==> src/rtl/pwm_reg_scheduler_pkg.sv <==
// Shared constants and types for the PWM register scheduler.
package pwm_reg_scheduler_pkg;

    localparam int unsigned NUM_REGS_DEF = 5;
    localparam int unsigned PERIOD_W_DEF = 8;
    localparam int unsigned ADDR_W       = 7;
    localparam int unsigned DATA_W       = 8;

    localparam logic [ADDR_W-1:0] ADDR_OUT_EN_LO = 7'd0;
    localparam logic [ADDR_W-1:0] ADDR_OUT_EN_HI = 7'd1;
    localparam logic [ADDR_W-1:0] ADDR_PWM_EN_LO = 7'd2;
    localparam logic [ADDR_W-1:0] ADDR_PWM_EN_HI = 7'd3;
    localparam logic [ADDR_W-1:0] ADDR_DUTY      = 7'd4;

    // Requester identity; bit position matches the req/gnt vector index.
    typedef enum logic {
        ReqSpi = 1'b0,
        ReqLoc = 1'b1
    } req_e;

    // True when the address maps onto an implemented register.
    function automatic logic addr_in_range(input logic [ADDR_W-1:0] addr,
                                           input int unsigned num_regs);
        return {25'd0, addr} < num_regs;
    endfunction

endpackage

==> src/rtl/pwm_reg_scheduler_rr_arbiter2.sv <==
// Two-requester round-robin arbiter; grant is combinational, pointer registered.
module rr_arbiter2
    import pwm_reg_scheduler_pkg::*;
(
    input  logic       clk,
    input  logic       rst,
    input  logic [1:0] req,
    output logic [1:0] gnt
);

    req_e ptr_q, ptr_d;

    // Grant a lone requester directly; on contention the pointer decides.
    always_comb begin
        gnt = 2'b00;
        unique case (req)
            2'b01:   gnt = 2'b01;
            2'b10:   gnt = 2'b10;
            2'b11:   gnt = (ptr_q == ReqSpi) ? 2'b01 : 2'b10;
            default: gnt = 2'b00;
        endcase
    end

    // After any grant, favour the other requester; idle cycles keep the pointer.
    always_comb begin
        ptr_d = ptr_q;
        if (gnt[0]) begin
            ptr_d = ReqLoc;
        end else if (gnt[1]) begin
            ptr_d = ReqSpi;
        end
    end

    // Pointer state, reset to favour SPI.
    always_ff @(posedge clk) begin
        if (rst) begin
            ptr_q <= ReqSpi;
        end else begin
            ptr_q <= ptr_d;
        end
    end

endmodule

==> src/rtl/pwm_reg_scheduler.sv <==
// Register write scheduler for a PWM block: arbitrates SPI and local writers,
// holds the enable registers and a double-buffered duty committed on period wrap.
module pwm_reg_scheduler
    import pwm_reg_scheduler_pkg::*;
#(
    parameter int unsigned NUM_REGS = NUM_REGS_DEF,
    parameter int unsigned PERIOD_W = PERIOD_W_DEF
) (
    input  logic                clk,
    input  logic                rst,
    input  logic                spi_wr_valid,
    input  logic [ADDR_W-1:0]   spi_wr_addr,
    input  logic [DATA_W-1:0]   spi_wr_data,
    output logic                spi_wr_ready,
    input  logic                loc_wr_valid,
    input  logic [ADDR_W-1:0]   loc_wr_addr,
    input  logic [DATA_W-1:0]   loc_wr_data,
    output logic                loc_wr_ready,
    output logic [DATA_W-1:0]   out_en_lo,
    output logic [DATA_W-1:0]   out_en_hi,
    output logic [DATA_W-1:0]   pwm_en_lo,
    output logic [DATA_W-1:0]   pwm_en_hi,
    output logic [DATA_W-1:0]   duty,
    output logic [PERIOD_W-1:0] pwm_cnt,
    output logic                period_start,
    output logic                commit_pending,
    output logic                err_addr
);

    logic [1:0]        req, gnt;
    logic              wr_en, in_range, duty_wr, wrap;
    logic [ADDR_W-1:0] wr_addr;
    logic [DATA_W-1:0] wr_data;

    logic [DATA_W-1:0]   out_en_lo_q, out_en_hi_q, pwm_en_lo_q, pwm_en_hi_q;
    logic [DATA_W-1:0]   shadow_q, shadow_d, duty_q, duty_d;
    logic                pend_q, pend_d, err_q, err_d;
    logic [PERIOD_W-1:0] cnt_q, cnt_d;

    // Requests are masked during reset so nothing is granted or dropped half-way.
    assign req = {loc_wr_valid, spi_wr_valid} & {2{~rst}};

    rr_arbiter2 u_arb (
        .clk (clk),
        .rst (rst),
        .req (req),
        .gnt (gnt)
    );

    assign spi_wr_ready = gnt[ReqSpi];
    assign loc_wr_ready = gnt[ReqLoc];

    // Select the granted requester's address and data.
    always_comb begin
        wr_en    = |gnt;
        wr_addr  = gnt[ReqLoc] ? loc_wr_addr : spi_wr_addr;
        wr_data  = gnt[ReqLoc] ? loc_wr_data : spi_wr_data;
        in_range = addr_in_range(wr_addr, NUM_REGS);
        duty_wr  = wr_en && in_range && (wr_addr == ADDR_DUTY);
    end

    assign wrap = &cnt_q;

    // Next state for counter, duty double buffer and sticky error.
    always_comb begin
        cnt_d    = cnt_q + 1'b1;
        duty_d   = duty_q;
        shadow_d = shadow_q;
        pend_d   = pend_q;
        // Commit uses the shadow as it stood before this edge.
        if (wrap && pend_q) begin
            duty_d = shadow_q;
            pend_d = 1'b0;
        end
        // A write on the wrap edge lands in the shadow for the following period.
        if (duty_wr) begin
            shadow_d = wr_data;
            pend_d   = 1'b1;
        end
        err_d = err_q | (wr_en & ~in_range);
    end

    // Directly-active configuration registers.
    always_ff @(posedge clk) begin
        if (rst) begin
            out_en_lo_q <= '0;
            out_en_hi_q <= '0;
            pwm_en_lo_q <= '0;
            pwm_en_hi_q <= '0;
        end else if (wr_en && in_range) begin
            case (wr_addr)
                ADDR_OUT_EN_LO: out_en_lo_q <= wr_data;
                ADDR_OUT_EN_HI: out_en_hi_q <= wr_data;
                ADDR_PWM_EN_LO: pwm_en_lo_q <= wr_data;
                ADDR_PWM_EN_HI: pwm_en_hi_q <= wr_data;
                default: ;
            endcase
        end
    end

    // Period counter, duty buffers and status flags.
    always_ff @(posedge clk) begin
        if (rst) begin
            cnt_q    <= '0;
            duty_q   <= '0;
            shadow_q <= '0;
            pend_q   <= 1'b0;
            err_q    <= 1'b0;
        end else begin
            cnt_q    <= cnt_d;
            duty_q   <= duty_d;
            shadow_q <= shadow_d;
            pend_q   <= pend_d;
            err_q    <= err_d;
        end
    end

    assign out_en_lo      = out_en_lo_q;
    assign out_en_hi      = out_en_hi_q;
    assign pwm_en_lo      = pwm_en_lo_q;
    assign pwm_en_hi      = pwm_en_hi_q;
    assign duty           = duty_q;
    assign pwm_cnt        = cnt_q;
    assign period_start   = (cnt_q == '0);
    assign commit_pending = pend_q;
    assign err_addr       = err_q;

endmodule

==> config.mk <==
export PLATFORM = sky130hd
export DESIGN_NAME = pwm_reg_scheduler
export DESIGN_NICKNAME = d
export VERILOG_FILES = /design/src/rtl/pwm_reg_scheduler_pkg.sv /design/src/rtl/pwm_reg_scheduler_rr_arbiter2.sv /design/src/rtl/pwm_reg_scheduler.sv
export SDC_FILE = /design/constraint.sdc
export NUM_CORES = 1
export LEC_CHECK = 0
export BUFFER_PORTS_ARGS = -buffer_cell sky130_fd_sc_hd__buf_2
export CORE_MARGIN = 2
export CORE_UTILIZATION = 31
export CTS_CLUSTER_SIZE = 28
export DETAILED_ROUTE_END_ITERATION = 8
export SYNTH_ARGS = -nofsm -noshare
export SYNTH_HDL_FRONTEND = slang
export SYNTH_HIERARCHICAL = 1
export SYNTH_SLANG_ARGS = --single-unit
export TNS_END_PERCENT = 30
==> constraint.sdc <==
create_clock -name clk -period 5.8 [get_ports clk]
set_clock_uncertainty 0.1 [all_clocks]
set_input_delay 0 -clock clk [delete_from_list [all_inputs] [get_ports clk]]
set_output_delay 0 -clock clk [all_outputs]
set_load 0.02 [all_outputs]
After elaboration in Yosys (flattened, before gate mapping)
Cells that the tools add are included.
{ "totals": {"regBits": 59, "word_cells": 45} }
{ "op_classes": {"n_addsub": 1, "order_cmp": 1, "n_eq_ne": 7, "muxes": 8, "bitwise_logic": 5, "reduce_logical": 13} }
{ "op_table": {"columns": ["op", "n"], "rows": [
  ["$eq A7 B2 Y1 const B", 2],
  ["$add A8 B1 Y8 const B", 1],
  ["$logic_not A8 Y1", 1],
  ["$mux W8", 1],
  ["$reduce_and A2 Y1", 4],
  ["$reduce_and A8 Y1", 1],
  ["$eq A7 B1 Y1 const B", 1],
  ["$eq A7 B3 Y1 const B", 1],
  ["$logic_not A7 Y1", 1],
  ["$lt A7 B3 Y1 const B", 1],
  ["$mux W7", 1],
  ["$pmux W2 S3", 1],
  ["$eq A2 B2 Y1 const B", 2],
  ["$mux W1", 4],
  ["$reduce_bool A2 Y1", 2],
  ["$logic_and A1 B1 Y1", 3],
  ["$and A2 B2 Y2", 1],
  ["$eq A2 B1 Y1 const B", 1],
  ["$mux W2", 1],
  ["$not A1 Y1", 2],
  ["$reduce_or A2 Y1", 1],
  ["$and A1 B1 Y1", 1],
  ["$or A1 B1 Y1", 1]
]} }

Depth between registers and ports, before layout
{ "logic_depth": {"depth_word": 9, "depth_mapped": 11, "depth_no_buf": 7} }

Hierarchy
The synthesis kept the hierarchy.
{ "by_module_without_submodules": {"columns": ["mod", "instances", "cells_each", "area_each_um2", "seq_area_each_um2"], "rows": [
  ["pwm_reg_scheduler", 1, 244, 2546.2, 1161.1],
  ["rr_arbiter2", 1, 7, 66.3, 20.0]
]} }

Least setup slack after synthesis
Ideal clock, no wire load.
{ "synth_path": {"path_type": "in2reg", "start": "input port rst", "end": "register out_en_lo_q[0] (netlist: out_en_lo[0])", "setup_time_ps": 72, "t_arrival_ps": 2229, "required_time_ps": 5628, "setup_slack_ps": 3399, "path_stages": 10, "path_cell_list": "clkbuf_1 -> clkbuf_1 -> nor2b_1 -> nand2b_4 -> and2_1 -> or4_1 -> o22ai_4 -> nor3b_2 -> buf_4 -> mux2i_1"} }
{ "synth_between": {"elab_chain_cells": 8, "elab_cells_between_ends": 13, "classes_between": "order compare (1); eq/ne (3); mux (3); bitwise (2); reduce/logical (4)"} }
{ "synth_lines": {"columns": ["element", "line", "text"], "rows": [
  ["start, declared", "pwm_reg_scheduler.sv:10", "input logic rst,"],
  ["$not A1 Y1 (*)", "pwm_reg_scheduler.sv:41", "assign req = {loc_wr_valid, spi_wr_valid} & {2{~rst}};"],
  ["$and A2 B2 Y2 (*)", "pwm_reg_scheduler.sv:41", null],
  ["named net req[0]", "pwm_reg_scheduler.sv:30", "logic [1:0] req, gnt;"],
  ["$eq A2 B2 Y1 or $eq A2 B1 Y1 (tied branches)", "pwm_reg_scheduler_rr_arbiter2.sv:16", "unique case (req)"],
  ["$pmux W2 S3 (*)", "pwm_reg_scheduler_rr_arbiter2.sv:16", null],
  ["named net loc_wr_ready", "pwm_reg_scheduler.sv:18", "output logic loc_wr_ready,"],
  ["$mux W7", "pwm_reg_scheduler.sv:56", "wr_addr = gnt[ReqLoc] ? loc_wr_addr : spi_wr_addr;"],
  ["$lt A7 B3 Y1", "pwm_reg_scheduler_pkg.sv:24", "return {25'd0, addr} < num_regs;"],
  ["$logic_and A1 B1 Y1", "pwm_reg_scheduler.sv:90", "end else if (wr_en && in_range) begin"],
  ["$reduce_and A2 Y1 (no line)", null, null],
  ["end signal, assigned", "pwm_reg_scheduler.sv:92", "ADDR_OUT_EN_LO: out_en_lo_q <= wr_data;"],
  ["end, declared", "pwm_reg_scheduler.sv:35", "logic [DATA_W-1:0] out_en_lo_q, out_en_hi_q, pwm_en_lo_q, pwm_en_hi_q;"]
]} }
The timed path passes the listed nets; every way through them passes the cells marked *.
A chain may end at the register's enable or synchronous reset.

Worst setup path in the final report
{ "layout_path": {"start": "input port spi_wr_valid", "end": "register out_en_lo_q[5] (netlist: out_en_lo[5])"} }
{ "layout_between": {"elab_chain_cells": 7, "elab_cells_between_ends": 12, "classes_between": "order compare (1); eq/ne (3); mux (3); bitwise (1); reduce/logical (4)"} }
{ "layout_lines": {"columns": ["element", "line", "text"], "rows": [
  ["start, declared", "pwm_reg_scheduler.sv:11", "input logic spi_wr_valid,"],
  ["$and A2 B2 Y2 (*)", "pwm_reg_scheduler.sv:41", null],
  ["named net req[0]", "pwm_reg_scheduler.sv:30", null],
  ["$eq A2 B2 Y1 or $eq A2 B1 Y1 (tied branches)", "pwm_reg_scheduler_rr_arbiter2.sv:16", null],
  ["$pmux W2 S3 (*)", "pwm_reg_scheduler_rr_arbiter2.sv:16", null],
  ["$mux W7", "pwm_reg_scheduler.sv:56", null],
  ["$lt A7 B3 Y1", "pwm_reg_scheduler_pkg.sv:24", null],
  ["$logic_and A1 B1 Y1", "pwm_reg_scheduler.sv:90", null],
  ["$reduce_and A2 Y1 (no line)", null, null]
]} }
Marks and branches as above.

==> results.cfg <==
[sta]
min_period_ns = 3.30
period_share_pct = 56.9
hold_violations = 0
max_slew_margin_pct = 35.8
clock.fmax_mhz = 303
tightest_slew_ns = 0.963
fin_tns_setup_ns = 0
timing.final.setup_violations = 0
rsz0062_at_grt = no
drv_slew = 0

[cts]
cts_inserted_buffers = 9
cts_buffer_depth = 2
clock_latency_ns = 0.33
clock-sinks = 59
postCtsResizedCells = 0
clockRootBuffer = clkbuf_8
htreeDepth = 3
tritoncts = yes
clkTransAtPathRegs_ns = 0.06

[critical_path]
crit_required_ns = 5.96
worstPathCellList = dlygate4sd3_1, buf_2, nor2b_1, nand2b_4, and2_1, or4b_1, o22ai_4, nor3b_2, mux2i_1
arrival_ns = 3.46
crit_path_end_kind = flop
crit_family = simple AND/OR/NAND/NOR gates
cp-start-kind = input pin
critical-path-slowest-cell = and2_1
max_stage_delay_ns = 0.76
cp_num_buf_inv = 2
worstSetupPathType = in2reg
cp_max_fo = 24

[synth]
ys_dominant_reg_cell = dfxtp_1
synth_cells = 251
synth_cell_types = 43
ys_warn_count = 6
postSynth.asyncResetShare_pct = 0
syn_nets = 287
ys_seq_area_share_pct = 45.2
syn_avg_cell_area_um2 = 10.4
netlist_area_um2 = 2610
synth_edf_count = 0
yosys_register_bits = 59

[grt]
grt_overflow = 0
grt_usage_pct = 14.4
grt_pass1_wl_mm = 9.78
grt_start_max_net_pins = 70
antenna_found_initial = 0
grt_pass1_vias = 1890

[die]
die_h_um = 95.8
num_io_pins = 87
start_util_pct = 32.0
coreArea_um2 = 8180
num_rows = 33
die_width_um = 95.8
die_area_um2 = 9180

[drt]
drc_errors = 0
dr.pass1.iters = 4
wirelength_mm = 6.45
ant_nets = 0
viasPerCell = 4.62
first_iter_violations = 98
num_vias = 2064
drt-wirelength-per-cell_um = 14.4

[final_layout]
fin_util_pct = 40.7
final-instance-count-excl-fill = 447
fin_nets = 374
diodes = 0
num-fill-cells = 846
drive_above_1_share_pct = 35.1
syn_to_final_growth_pct = 27.3

[pwr]
static-leakage-power_uw = 0.00155
powerDensity_nw_per_um2 = 256
ir_drop_v = 0.000103

[placement]
io_buffers = 86
gp_congestion = 0.794
dp_cells = 431
hpwl_mm = 4.53

[job]
cap_violations = 0

[status]
status = completed

[worst_hold_path]
hp-class = in2reg
[flip-flops by register name, indices dropped and copies added (netlist names)]
signal and flops:
commit_pending 1, duty 8, err_addr 1, out_en_hi 8
out_en_lo 8, pwm_cnt 8, pwm_en_hi 8, pwm_en_lo 8
shadow_q 8, u_arb/ptr_q 1
[report_power, final]
group	switching, uW	internal [uW]
Clock	150	219
Sequential	3.33	409
Combinational	38.7	31.4
Total	192	659
[worst paths after layout]
check,from,end,slack [ns],cells past startpoint
max,spi_wr_valid,out_en_lo[5]$_SDFFE_PP0P_,2.50,9
min reg2reg,out_en_hi[7]$_SDFFE_PP0P_,out_en_hi[7]$_SDFFE_PP0P_,0.37,2
min,loc_wr_addr[3],err_addr$_SDFF_PP0_,0.05,3
max reg2reg,u_arb/ptr_q$_SDFFE_PP0P_,out_en_lo[5]$_SDFFE_PP0P_,2.59,6
[cell type report]
type                            count  area, um^2  share of cell area (%)
Clock buffer                       13         159                    4.78
Inverter                            4        15.0                   0.451
Tap cell                          105         131                    3.95
Timing Repair Buffer               88         448                    13.5
Clock inverter                      2        35.0                    1.05
Multi-Input combinational cell    176        1360                    40.8
Sequential cell                    59        1180                    35.5
[per-layer routing]
layer,track usage [%],vias to the layer above,part of all wire [%]
met3,3.37,10,6.5
li1,-,1036,-
met1,19.2,954,48
met2,20.8,64,43
met5,0,-,0
met4,8.69,0,2.7
[cells in the mapped netlist (all sizes together) (2+ instances only)]
cell,n,area share [%]
inv,4,0.57
ha,2,0.96
clkbuf,7,1.0
o21ai,4,0.91
nor2b,4,0.96
nand3,7,1.9
buf,5,1.2
or4b,4,1.5
nor2,16,2.4
a21oi,3,0.57
dfxtp,59,45
nand2b,43,11
nand2,3,0.43
mux2i,56,21
o22ai,2,1.0
or2,8,1.9
or3,2,0.48
nand4,2,0.48
nor3b,2,0.77
xor2,3,1.0
[cells by family after synthesis]
| group | after synthesis | share of synthesized area (%) |
|---|---|---|
| xor+xnor | 4 | 1.34 |
| simple gates | 98 | 23.3 |
| flops | 59 | 45.2 |
| buf+inv | 16 | 2.83 |
| compound gates | 15 | 4.50 |
| mux | 57 | 21.9 |
| fa+ha+maj | 2 | 0.958 |
[through the flow]
stage	hold WS [ns]	power, uW	cell area (um^2)	setup WS, ns
3_5_place_dp	0.324	491	3120	2.21
5_1_grt	0.0796	887	3330	2.25
6_report	0.0504	851	3330	2.50
4_1_cts	0.0413	862	3330	2.49
2_1_floorplan	-0.0309	463	2610	3.40
3_3_place_gp	0.322	491	3120	2.32
[repair_timing]
item,in CTS,in global routing
buffers inserted,0,0
hold endpoints to repair,1,0
hold buffers,1,0
[worst min-delay path, delay by kind of cell]
family / cells / cell delay, ns
AO/OA/AOI/OAI: 2 / 0.32
buffers and inverters: 1 / 0.11
[placed cells by master (no fill, tap or decap), types with 2 or more instances in the layout]
cell	instances
or2_2	8
nor2_1	15
nand3_2	3
or4b_1	2
ha_1	2
nor2b_1	4
nand2_1	3
o21ai_0	3
clkbuf_8	11
or3_1	2
mux2i_1	56
buf_2	86
xor2_1	3
a21oi_1	3
dfxtp_1	59
clkbuf_1	2
nand2b_1	42
inv_1	4
or4b_2	2
nand4_1	2
nand3_1	4
(Power assumes the default switching activity.)
